<file path="config.mk">
export PLATFORM = sky130hd
export DESIGN_NAME = data_bank
export DESIGN_NICKNAME = d
export VERILOG_FILES = /design/src/rtl/data_bank_pkg.sv /design/src/rtl/data_bank_imm_gen.sv /design/src/rtl/data_bank.sv
export SDC_FILE = /design/constraint.sdc
export NUM_CORES = 1
export LEC_CHECK = 0
export CAP_MARGIN = 20
export CORE_ASPECT_RATIO = 1.5
export CORE_MARGIN = 3
export CORE_UTILIZATION = 40
export CTS_CLUSTER_SIZE = 8
export DETAILED_ROUTE_END_ITERATION = 10
export PLACE_DENSITY = 0.58
export SLEW_MARGIN = 20
export SYNTH_ARGS = -nofsm -noshare
export SYNTH_HDL_FRONTEND = slang
export SYNTH_SLANG_ARGS = --single-unit
</file>
<file path="constraint.sdc">
create_clock -name CLK -period 8.3 [get_ports CLK]
set_clock_uncertainty 0.15 [all_clocks]
set_input_delay 0.83 -clock CLK [delete_from_list [all_inputs] [get_ports CLK]]
set_output_delay 0.83 -clock CLK [all_outputs]
set_load 0.01 [all_outputs]
</file>
<file path="src/rtl/data_bank_pkg.sv">
// data_bank_pkg: shared encodings for the immediate generator mode and write-back source select.
// Revision: 1.0
`default_nettype none

package data_bank_pkg;

  localparam logic [1:0] SEXT    = 2'd0;
  localparam logic [1:0] ZEXT    = 2'd1;
  localparam logic [1:0] LOAD_UI = 2'd2;
  localparam logic [1:0] CONCAT  = 2'd3;

  localparam logic [1:0] WB_ALU  = 2'd0;
  localparam logic [1:0] WB_MDR  = 2'd1;
  localparam logic [1:0] WB_IMM  = 2'd2;
  localparam logic [1:0] WB_NONE = 2'd3;

endpackage

`default_nettype wire

</file>
<file path="src/rtl/data_bank_imm_gen.sv">
// imm_gen: registered immediate generator with an upper-immediate holding register.
// Revision: 1.0
`default_nettype none

module imm_gen
  import data_bank_pkg::*;
#(
  parameter int WIDTH = 16,
  parameter int IMM_F = 7
) (
  input  logic             clk,
  input  logic             rst,
  input  logic [WIDTH-1:0] imm,
  input  logic [1:0]       mode,
  output logic [WIDTH-1:0] imm_value,
  output logic             ui_valid
);

  localparam int UIW = WIDTH - IMM_F;

  logic [UIW-1:0]   ui_reg;
  logic [IMM_F-1:0] low_field;
  logic             unused_imm;

  assign low_field  = imm[IMM_F-1:0];
  // Which raw immediate bits matter depends on the mode; reference the whole word once.
  assign unused_imm = ^imm;

  always_ff @(posedge clk or posedge rst) begin
    if (rst) begin
      imm_value <= '0;
      ui_reg    <= '0;
      ui_valid  <= 1'b0;
    end else begin
      case (mode)
        SEXT:    imm_value <= {{UIW{low_field[IMM_F-1]}}, low_field};
        ZEXT:    imm_value <= {{UIW{1'b0}}, low_field};
        LOAD_UI: begin
          ui_reg   <= imm[UIW-1:0];
          ui_valid <= 1'b1;
        end
        CONCAT:  begin
          imm_value <= {ui_reg, low_field};
          ui_valid  <= 1'b0;
        end
        default: ;
      endcase
    end
  end

endmodule

`default_nettype wire

</file>
<file path="src/rtl/data_bank.sv">
// data_bank: register file with write-back mux, same-cycle bypass and registered A/B operands.
// Revision: 1.0
`default_nettype none

module data_bank
  import data_bank_pkg::*;
#(
  parameter int  WIDTH   = 16,
  parameter int  NREGS   = 8,
  parameter int  IMM_F   = 7,
  parameter int  ZERO_R0 = 0,
  localparam int AW      = (NREGS > 1) ? $clog2(NREGS) : 1
) (
  input  logic             CLK,
  input  logic             RST,
  input  logic [AW-1:0]    input_reg_readA_address,
  input  logic [AW-1:0]    input_reg_readB_address,
  input  logic             input_reg_write,
  input  logic [AW-1:0]    input_reg_write_address,
  input  logic [1:0]       input_wb_sel,
  input  logic             input_branch,
  input  logic [WIDTH-1:0] input_ALUOut,
  input  logic [WIDTH-1:0] input_MDR,
  input  logic [WIDTH-1:0] input_imm,
  input  logic [1:0]       input_imm_mode,
  input  logic             input_AB_load,
  output logic [WIDTH-1:0] output_reg_A,
  output logic [WIDTH-1:0] output_reg_B,
  output logic [WIDTH-1:0] output_imm,
  output logic             output_ui_valid
);

  logic [WIDTH-1:0] regs [NREGS];
  logic [AW-1:0]    addr_b;
  logic             write_en;
  logic [WIDTH-1:0] wb_data;
  logic [WIDTH-1:0] next_a;
  logic [WIDTH-1:0] next_b;

  // An address is backed by storage unless it is past the array or is a hardwired-zero r0.
  function automatic logic addr_ok(input logic [AW-1:0] a);
    return (32'(a) < 32'(NREGS)) && !((ZERO_R0 != 0) && (a == '0));
  endfunction

  assign addr_b   = input_branch ? input_reg_write_address : input_reg_readB_address;
  assign write_en = input_reg_write && (input_wb_sel != WB_NONE) && addr_ok(input_reg_write_address);

  always_comb begin
    wb_data = '0;
    case (input_wb_sel)
      WB_ALU:  wb_data = input_ALUOut;
      WB_MDR:  wb_data = input_MDR;
      WB_IMM:  wb_data = output_imm;
      default: wb_data = '0;
    endcase
  end

  // A write landing this edge on an operand's address supersedes the stored value.
  always_comb begin
    next_a = '0;
    next_b = '0;
    if (write_en && (input_reg_write_address == input_reg_readA_address))
      next_a = wb_data;
    else if (addr_ok(input_reg_readA_address))
      next_a = regs[input_reg_readA_address];
    if (write_en && (input_reg_write_address == addr_b))
      next_b = wb_data;
    else if (addr_ok(addr_b))
      next_b = regs[addr_b];
  end

  always_ff @(posedge CLK or posedge RST) begin
    if (RST) begin
      for (int i = 0; i < NREGS; i++) regs[i] <= '0;
      output_reg_A <= '0;
      output_reg_B <= '0;
    end else begin
      if (write_en) regs[input_reg_write_address] <= wb_data;
      if (input_AB_load) begin
        output_reg_A <= next_a;
        output_reg_B <= next_b;
      end
    end
  end

  imm_gen #(
    .WIDTH (WIDTH),
    .IMM_F (IMM_F)
  ) u_imm_gen (
    .clk       (CLK),
    .rst       (RST),
    .imm       (input_imm),
    .mode      (input_imm_mode),
    .imm_value (output_imm),
    .ui_valid  (output_ui_valid)
  );

endmodule

`default_nettype wire
</file>
==> summary.txt, run 1 <==
Power
  • Combinational share of power: 25.0%
  • Sequential power share: between 40% and 50%
  • Int Pwr: 1.932 mW
  • Leakage: 4.983 nW
  • Design Power: around 2.8 mW
  • Maximum vdd drop: 138.6 uV
  • Net switching power: between 0.8 and 0.9 mW
  • Sw frac: 29.97%
  • Clk pwr share: 29.6%
  • Power Density: 239.3 mW/mm^2

Placed design
  • Place WS: 3926 ps
  • HPWL Detailed: 17410 um
  • GPL Wtd Cong: 0.8361
  • IO Port Bufs: roughly 110

Finish
  • Share of layout cells above drive strength 1: 16.10%
  • Final net count: 1047
  • Storage cell area: 0.004654 mm^2
  • Most common cell after layout, fill and taps aside: dfrtp_1
  • Area grow syn2layout: 20.08%
  • Area taken by multi-input logic gates: 0.004666 mm^2
  • Layout fillers: about 2200
  • Most frequent cells in the layout: dfrtp_1, nand2_1, clkdlybuf4s50_1
  • Biggest register: regs
  • Antenna Cells: 0
  • Number of flip-flops in the largest register: 128

Synth
  • Number of flops mapped to enable cells by yosys: 0
  • Combinational family with the most area after synthesis: multiplexers
  • Synth cell types: 47
  • Synthesized instance count: between 900 and 1000
  • Synth warn: 0
  • #FFs+latches synth: 186
  • Top cells by area, synth: dfrtp_1, mux4_2, a21oi_1, mux2i_1, mux2_2
  • Synthesized net count: 971
  • Netlist Area Pre-Place: 0.009602 mm^2
  • Avg Synthesized Cell Area: 10.61 um^2
  • Sequential share of the synthesized area: 48.48%
  • Post-Synth Adder-Cell Area: 0%
  • Yosys top cell area share: 48.48%
  • Mux cell area share after synthesis: 21.46%
  • Synth async-reset ratio: 100.0%
  • Post-synthesis cell type with the largest combined area: dfrtp_1
  • Synth Area in Compound Gates: 14.66%
  • Xor and xnor area share after synthesis: less than 1%
  • Synth Flop Type: dfrtp_1
  • Simple-gate portion of the synthesized area: 11.22%

Global route
  • First-pass GRT wire length: 43580 um
  • Overflow left after global routing: 0
  • Vias in the first global route: 7453
  • Initial antenna violation count: 0
  • Total GRT Usage: a little over a fifth
  • Largest net degree at the start of global routing: 110

Clocking
  • CTS tree: built
  • Clock buffer count from CTS: 17
  • Worst skew pair latency: 440 ps
  • Postcts setup bufs: 0
  • Clock transition at the registers of the reported paths: 70 ps
  • CTS sink cnt: 186
  • CTS max path bufs: 2
  • H-tree depth: 4
  • Post-cts resize count: 0
  • Root Driver: clkbuf_16
  • Hold_buf cts: 0

Hold path
  • Hold Path Depth: 2
  • Worst hold path type: reg2reg

Critical path
  • Crit path cell chain: clkdlybuf4s50_1 > mux2i_4 > buf_4 > mux4_1 > a22o_1 > or3_1
  • CP peak stage delay: 1140 ps
  • Slowest CP cell: clkdlybuf4s50_1
  • WS Path Type: in2reg
  • Worst EP required: around 8500 ps
  • FF-to-FF Start: u_imm_gen.imm_value[3]
  • Worst r2r dst: output_reg_B[3]
  • Crit. Startpoint: input_branch
  • Flop-to-flop setup slack: between 6000 and 7000 ps
  • Setup crit end: output_reg_B[5]
  • Crit start category: input pin
  • Critical Path Fanout Max: 48
  • Worst reg2reg path depth: 3
  • Data arrival time of the critical path: 4100 ps
  • Critical path endpoint category: flop

Die
  • Core ar.: 0.02331 mm^2
  • Die Area: between 0.02 and 0.03 mm^2
  • Cell row count: a little under 70
  • Die H: 195.8 um
  • I/O Pins: ~120
  • Initial Util: 41.19%
  • Die Span X: between 100 and 150 um

Route
  • Routed WL per cell: 21.14 um
  • DRT iter0 DRCs: 614
  • DRT antenna net count: 0
  • Via/cell ratio: 5.663
  • Wirelength, routed: 27670 um
  • DRT Pass-1 Iters: 5
  • DRC viols: 0
  • DR vias: approximately 7400

Timing
  • Final Setup Violations: 0
  • Fmax achieved: approximately 0.25 GHz
  • Tmin final: a little under 4000 ps
  • RSZ-0062 raised after global routing: false
  • Final Max Slew Viols: 0
  • Period Utilization, post-route: approximately 47%
  • Setup tns final: 0 ps
  • Setup ws final: around 4400 ps
  • Hold WS: 352.8 ps
  • Max_slew headroom: 20.69%
  • Final count of hold timing violations: 0
  • Worst-Margin Slew: between 1000 and 1500 ps

Job
  • Max-cap violations: 0

Run status
  • Outcome: complete, no violations
## kinds of logic after synthesis
family / Yosys count
compound gates: 238
xor+xnor: 6
buf+inv: 75
flops: 186
mux: 141
simple gates: 259
## Yosys cell counts, drive strengths merged, types with 2 or more instances
library cell and count:
mux4 47, mux2i 51, nor3 3, nor3b 7, nand2 116, nand2b 6, dfrtp 186, a32oi 4
a221o 2, nor2b 6, o2bb2ai 2, a22o 5, nand3b 2, nor4 2, a222oi 6, or3 4
a21o 16, a211oi 4, a2bb2oi 4, o21ai 78, buf 34, a21oi 107, inv 5, xor2 3
xnor2 3, nor2 102, nand3 9, o21bai 2, mux2 43, clkbuf 35
## metal layers
metal	vias to the layer above	GRT usage (%)	routed length, um
met5	-	0	0
met1	3688	28.15	11620
met3	52	4.438	1638
met4	0	7.435	683
li1	3396	-	-
met2	277	36.68	13730
## how the worst min path moves through the flow
stage / start / end
after detailed placement: u_imm_gen.ui_reg[7] / u_imm_gen.ui_reg[7]
after global placement: regs[58] / regs[58]
after global routing: u_imm_gen.ui_reg[6] / u_imm_gen.ui_reg[6]
after floorplan: regs[31] / regs[31]
after CTS: regs[49] / regs[49]
final: regs[49] / regs[49]
## power groups by stage
| stage | combinational (mW) | sequential [mW] | clock [mW] |
|---|---|---|---|
| floorplan | 0.432 | 1.24 | 0 |
| global placement | 0.681 | 1.26 | 0 |
| detailed placement | 0.694 | 1.27 | 0 |
| CTS | 0.697 | 1.25 | 0.836 |
| global route | 0.765 | 1.28 | 0.871 |
| finish | 0.690 | 1.25 | 0.818 |
## cell type report
type	instances	area share [%]
clock buffer	18	3.809
timing repair buffer	126	10.40
tap	315	3.418
multi-input combinational	644	40.47
clock inverter	14	1.281
inverter	6	0.2604
sequential	186	40.37
## through the flow
step / utilization (%) / cell area (um^2) / std cells
after global placement: 46.88 / 10930 / 1277
final: 49.46 / 11530 / 1309
after global routing: 49.46 / 11530 / 1309
after detailed placement: 46.90 / 10930 / 1277
after floorplan: - / 9602 / 905
after CTS: 49.42 / 11520 / 1309
## critical path: cells and delay by family
family,cells,cell delay (ps)
multiplexers,2,980
AO/OA/AOI/OAI,1,200
buffers and inverters,2,1770
AND/OR/NAND/NOR,1,300
Note: power is estimated with default switching activity, not from simulation.
==> run 2: changes to the inputs <==
==> constraint.sdc (replaced) <==
create_clock -name CLK -period 3.8 [get_ports CLK]
set_clock_uncertainty 0.15 [all_clocks]
set_input_delay 0.38 -clock CLK [delete_from_list [all_inputs] [get_ports CLK]]
set_output_delay 0.38 -clock CLK [all_outputs]
set_load 0.01 [all_outputs]
==> run 2 against run 1 <==
First-iteration DRC count down 4.1%. Clock power rose by 120%. Core utilization increased by 1.4 points. Sequential share of layout area shrank 1.1 points. Final cell count rose by 3.1%. Worst setup slack got worse by 3200 ps. Register-to-register slack got worse by 4400 ps. Clock-buffer cell count is 1 lower. Non-clock buffer count is 40 higher. Final area increased by 2.9%. Critical endpoint is now output_reg_B[6].
==> summary.txt, run 2 (synthesis gave the netlist of run 1 again) <==
Run status
  • Outcome: complete, no violations (unchanged)

Critical path
  • Worst EP required: 4030 ps (was 8460 ps)
  • Crit path cell chain: clkdlybuf4s50_1 > xor2_1 > nor4_1 > nor3_2 > buf_4 > a22o_1 > or3_1 (was clkdlybuf4s50_1 > mux2i_4 > buf_4 > mux4_1 > a22o_1 > or3_1)
  • WS Path Type: in2reg (unchanged)
  • Critical Path Fanout Max: 10 (was 48)
  • Worst Path Buf+Inv: 2 (unchanged)
  • Crit start category: input pin (unchanged)
  • Critical path endpoint category: flop (unchanged)
  • CP peak stage delay: 780 ps (was 1140 ps)
  • Flop-to-flop setup slack: 2000 ps (was 6370 ps)
  • Slowest CP cell: nor3_2 (was clkdlybuf4s50_1)
  • Crit path max-delay family: buffers and inverters (unchanged)
  • Data arrival time of the critical path: 2900 ps (was 4100 ps)

Global route
  • Total GRT Usage: 22.02% (was 21.79%)
  • First-pass GRT wire length: 43810 um (was 43580 um)
  • Overflow left after global routing: 0 (unchanged)
  • Vias in the first global route: 7432 (was 7453)
  • Initial antenna violation count: 0 (unchanged)
  • Largest net degree at the start of global routing: 49 (was 110)

Route
  • DRT Pass-1 Iters: 6 (was 5)
  • DRT antenna net count: 0 (unchanged)
  • DR vias: 7475 (was 7413)
  • DRC viols: 0 (unchanged)
  • Wirelength, routed: 28110 um (was 27670 um)
  • Routed WL per cell: 20.84 um (was 21.14 um)
  • DRT iter0 DRCs: 589 (was 614)
  • Via/cell ratio: 5.541 (was 5.663)

Finish
  • Most frequent cells in the layout: dfrtp_1, nand2_1, clkdlybuf4s50_1 (unchanged)
  • Final net count: 1087 (was 1047)
  • Layout fillers: 2196 (was 2177)
  • Most common cell after layout, fill and taps aside: dfrtp_1 (unchanged)
  • Number of flip-flops in the largest register: 128 (unchanged)
  • Share of layout cells above drive strength 1: 19.15% (was 16.10%)
  • Antenna Cells: 0 (unchanged)
  • Biggest register: regs (unchanged)
  • Area grow syn2layout: 23.52% (was 20.08%)
  • Final instance area: 0.01186 mm^2 (was 0.01153 mm^2)

Placed design
  • HPWL Detailed: 18630 um (was 17410 um)
  • IO Port Bufs: 107 (unchanged)
  • DP Area: 0.01127 mm^2 (was 0.01093 mm^2)
  • Place WS: 664.5 ps (was 3926 ps)
  • GPL Wtd Cong: 0.8276 (was 0.8361)

Die
  • Core ar.: 0.02331 mm^2 (unchanged)
  • I/O Pins: 115 (unchanged)
  • Die Span X: 132.5 um (unchanged)
  • Die Area: 0.02594 mm^2 (unchanged)
  • Cell row count: 68 (unchanged)
  • Die H: 195.8 um (unchanged)
  • Initial Util: 41.19% (unchanged)

Timing
  • Final count of hold timing violations: 0 (unchanged)
  • Fmax achieved: 0.3752 GHz
  • Hold WS: 351.0 ps (was 352.8 ps)
  • Worst-Margin Slew: 1031 ps (was 1186 ps)
  • RSZ-0062 raised after global routing: false (unchanged)
  • Setup tns final: 0 ps (unchanged)
  • Max_slew headroom: 30.92% (was 20.69%)
  • Final Setup Violations: 0 (unchanged)
  • Tmin final: 2665 ps
  • Final Max Slew Viols: 0 (unchanged)
  • Setup ws final: 1135 ps (was 4364 ps)
  • Period Utilization, post-route: around 70%

Clocking
  • CTS tree: built (unchanged)
  • Clock buffer count from CTS: 17 (unchanged)
  • CTS sink cnt: 186 (unchanged)
  • CTS max path bufs: 2 (unchanged)
  • Post-cts resize count: 0 (unchanged)
  • Hold_buf cts: 0 (unchanged)
  • Worst skew pair latency: 450 ps (was 440 ps)
  • Clock transition at the registers of the reported paths: 70 ps (about the same)
  • Root Driver: clkbuf_16 (unchanged)
  • H-tree depth: 4 (unchanged)
  • Postcts setup bufs: 0 (unchanged)

Power
  • Design Power: 6.080 mW (was 2.759 mW)
  • Leakage: 5.192 nW (was 4.983 nW)
  • Power Density: 512.6 mW/mm^2 (was 239.3 mW/mm^2)
  • Maximum vdd drop: 317.2 uV (was 138.6 uV)

Hold path
  • Worst hold path type: in2async (was reg2reg)

Job
  • Max-cap violations: 0 (unchanged)
==> run 2: worst paths after layout <==
| kind | from | end | cells after the start |
|---|---|---|---|
| max in group asynchronous | RST | output_reg_B[8] | 3 |
| min reg2reg | regs[34] | regs[34] | 2 |
| min in group CLK | regs[34] | regs[34] | 2 |
| max reg2reg | regs[10] | output_reg_A[10] | 4 |
| min | RST | regs[31] | 2 |
| max | input_reg_readB_address[1] | output_reg_B[6] | 7 |
==> run 2: per-stage QoR <==
step,utilization (%),cells
after floorplan,-,905
after global placement,48.34,1317
after detailed placement,48.34,1317
after CTS,50.87,1349
after global routing,50.87,1349
final,50.87,1349
==> run 2: cell type report <==
type | count | area, um^2 | share of cell area (%)
inverters | 6 | 26.28 | 0.2215
clock buffers | 17 | 425.4 | 3.587
flip-flops and latches | 186 | 4654 | 39.24
clock inverters | 15 | 166.4 | 1.403
multi-input cells | 644 | 4639 | 39.12
well taps | 315 | 394.1 | 3.323
repair buffers | 166 | 1554 | 13.10
==> run 2: report_power, final <==
group          switching [mW]  total (mW)  internal [mW]
combinational           0.692        1.55          0.861
sequential              0.329        2.74           2.41
clock                   0.902        1.79          0.889
total                    1.92        6.08           4.16
==> run 2: routing by layer <==
layer | vias to the layer above | part of all wire [%] | GRT usage, % | wire, um
met5 | - | 0 | 0 | 0
met2 | 234 | 51 | 37.19 | 14210
met3 | 41 | 5.5 | 4.182 | 1555
met4 | 0 | 2.0 | 7.242 | 561
li1 | 3487 | - | - | -
met1 | 3713 | 42 | 28.65 | 11790
==> run 3: changes to the inputs <==
==> constraint.sdc (replaced) <==
create_clock -name CLK -period 2.8 [get_ports CLK]
set_clock_uncertainty 0.15 [all_clocks]
set_input_delay 0.28 -clock CLK [delete_from_list [all_inputs] [get_ports CLK]]
set_output_delay 0.28 -clock CLK [all_outputs]
set_load 0.01 [all_outputs]
==> run 3 against run 2 <==
Critical path type unchanged. Worst setup slack worse by 700 ps. Largest power group unchanged. Non-clock buffer count is 13 higher. Register-to-register slack worse by 970 ps. Total power is 37% higher. Clock-buffer cell count is 3 higher. Final cell count is 0.96% higher. Combinational power is 39% higher. Via count is 2.1% higher. Critical path depth stayed put. First-iteration DRC count is 13% higher. Wire length is 2.5% higher. Die area stayed put.
==> summary.txt, run 3 (synthesis gave the netlist of run 1 again) <==
Critical path
  • CP dominant cell by count: buf_12
  • Critical Path Fanout Max: 15 (was 10)
  • Worst r2r dst: output_reg_A[10] (unchanged)
  • Worst reg2reg path depth: 4 (unchanged)
  • Data arrival time of the critical path: 2530 ps (was 2900 ps)
  • Flop-to-flop setup slack: 1030 ps (was 2000 ps)
  • Worst EP required: 2970 ps (was 4030 ps)
  • Crit start category: input pin (unchanged)
  • Critical path endpoint category: flop (unchanged)
  • Crit path cell chain: clkdlybuf4s50_1 > mux2i_4 > buf_12 > buf_12 > mux4_2 > a222oi_1 > nand2_1 (was clkdlybuf4s50_1 > xor2_1 > nor4_1 > nor3_2 > buf_4 > a22o_1 > or3_1)
  • CP peak stage delay: 580 ps (was 780 ps)
  • WS Path Type: in2reg (unchanged)
  • FF-to-FF Start: regs[74] (was regs[10])
  • Slowest CP cell: clkdlybuf4s50_1 (was nor3_2)

Job
  • Max-cap violations: 0 (unchanged)

Run status
  • Outcome: complete, no violations (unchanged)

Hold path
  • Hold Path End: u_imm_gen.ui_reg[7]
  • Worst Hold Launch: input_imm[7]
  • Worst hold path type: in2reg (was in2async)
  • Hold Path Depth: 2

Placed design
  • GPL Wtd Cong: 0.8343 (was 0.8276)
  • HPWL Detailed: 19360 um (was 18630 um)
  • Cell Count Post-Placement: 1329 (was 1317)
  • IO Port Bufs: 107 (unchanged)

Timing
  • Final Setup Violations: 0 (unchanged)
  • Fmax achieved: about 0.42 GHz
  • Final Max Slew Viols: 0 (unchanged)
  • Worst-Margin Slew: 1062 ps (was 1031 ps)
  • Setup tns final: 0 ps (unchanged)
  • Tmin final: 2364 ps
  • Max_slew headroom: 28.87% (was 30.92%)
  • RSZ-0062 raised after global routing: false (unchanged)
  • Period Utilization, post-route: a little over four fifths
  • Final count of hold timing violations: 0 (unchanged)

Finish
  • Most frequent cells in the layout: dfrtp_1, nand2_1, clkdlybuf4s50_1 (unchanged)
  • Layout fillers: 2175 (was 2196)
  • Final net count: 1100 (was 1087)
  • Antenna Cells: 0 (unchanged)
  • Share of layout cells above drive strength 1: 20.06% (was 19.15%)
  • Non-Filler Instances: 1362 (was 1349)
  • Number of flip-flops in the largest register: 128 (unchanged)
  • Final Core Density: 51.73% (was 50.87%)
  • Biggest register: regs (unchanged)
  • Most common cell after layout, fill and taps aside: dfrtp_1 (unchanged)
  • Area grow syn2layout: 25.59% (was 23.52%)

Clocking
  • CTS sink cnt: 186 (unchanged)
  • Postcts setup bufs: 0 (unchanged)
  • CTS max path bufs: 2 (unchanged)
  • H-tree depth: 4 (unchanged)
  • Root Driver: clkbuf_16 (unchanged)
  • Hold_buf cts: 1 (was 0)
  • Worst skew pair latency: 440 ps (was 450 ps)
  • Post-cts resize count: 0 (unchanged)
  • Clock transition at the registers of the reported paths: 70 ps (about the same)
  • Clock buffer count from CTS: 17 (unchanged)
  • CTS tree: built (unchanged)

Die
  • Initial Util: 41.19% (unchanged)
  • Core ar.: 0.02331 mm^2 (unchanged)
  • Die H: 195.8 um (unchanged)
  • Die Span X: 132.5 um (unchanged)
  • Die Area: 0.02594 mm^2 (unchanged)
  • Cell row count: 68 (unchanged)
  • I/O Pins: 115 (unchanged)

Route
  • DRC viols: 0 (unchanged)
  • DRT antenna net count: 0 (unchanged)
  • DRT iter0 DRCs: 664 (was 589)
  • Routed WL per cell: 21.15 um (was 20.84 um)
  • DRT Pass-1 Iters: 6 (unchanged)
  • Via/cell ratio: 5.601 (was 5.541)
  • DR vias: 7629 (was 7475)
  • Wirelength, routed: 28800 um (was 28110 um)

Power
  • Combinational share of power: 25.8% (was 25.5%)
  • Net switching power: 2.487 mW (was 1.923 mW)
  • Power Density: 692.1 mW/mm^2 (was 512.6 mW/mm^2)
  • Clk pwr share: 29.6% (was 29.5%)
  • Leakage: 5.276 nW (was 5.192 nW)
  • Sequential power share: 44.6% (was 45.0%)
  • Maximum vdd drop: 445.2 uV (was 317.2 uV)
  • Int Pwr: 5.859 mW (was 4.157 mW)
  • Sw frac: 29.80% (was 31.62%)

Global route
  • First-pass GRT wire length: 44700 um (was 43810 um)
  • Overflow left after global routing: 0 (unchanged)
  • Largest net degree at the start of global routing: 130 (was 49)
  • Vias in the first global route: 7594 (was 7432)
  • Initial antenna violation count: 0 (unchanged)
  • Total GRT Usage: 22.44% (was 22.02%)
-- run 3: cell types whose count changed in the layout (fill, tap and decap cells not counted), sizes merged --
cell,change
clkinv,-1
clkinvlp,+3
buf,+12
inv,-7
dlygate4sd3,+1
clkbuf,+3
bufinv,+2
-- run 3: critical path, delay by kind of cell --
family                 cells  cell delay, ps
buffers and inverters      3             940
AO/OA/AOI/OAI              1             220
multiplexers               2             970
AND/OR/NAND/NOR            1             100
-- run 3: layout make-up --
type                       count  area (um^2)  area share, %
clock buffer                  20        466.7          3.870
clock inverter                12        136.4          1.131
inverter                       6        26.28         0.2179
multi-input combinational    644         4639          38.47
sequential                   186         4654          38.60
tap                          315        394.1          3.268
timing repair buffer         179         1742          14.44
-- run 3: worst max-delay path by stage --
stage / start / to / slack, ps / depth (start not counted)
floorplan: RST / output_reg_A[0] / -20 / 1
global placement: input_branch / output_reg_B[3] / 30 / 6
detailed placement: input_branch / output_reg_B[4] / -9 / 6
CTS: input_branch / output_reg_B[4] / 450 / 6
global route: input_branch / output_reg_B[9] / 310 / 7
finish: input_branch / output_reg_B[2] / 440 / 7
-- run 3: metal layers --
| layer | GRT usage, % | routed length (um) |
|---|---|---|
| met3 | 4.182 | 1834 |
| met1 | 28.76 | 11810 |
| met5 | 0 | 0 |
| met2 | 38.46 | 14360 |
| met4 | 7.319 | 792 |
-- run 3: metrics by stage --
stage	instance area, um^2	hold WS, ps	setup slack [ps]	power, mW
2_1_floorplan	9605	280.6	-22.51	4.971
3_3_place_gp	11450	331.3	32.42	5.865
3_5_place_dp	11450	339.5	-9.010	5.928
4_1_cts	12060	290.8	451.5	8.408
5_1_grt	12060	323.2	312.9	8.775
6_report	12060	309.3	435.8	8.346
-- run 3: power by group through the flow --
stage	clock, mW	sequential, mW	combinational (mW)
floorplan	0	3.69	1.28
global placement	0	3.75	2.12
detailed placement	0	3.77	2.16
CTS	2.52	3.72	2.17
global route	2.61	3.80	2.36
finish	2.47	3.72	2.15
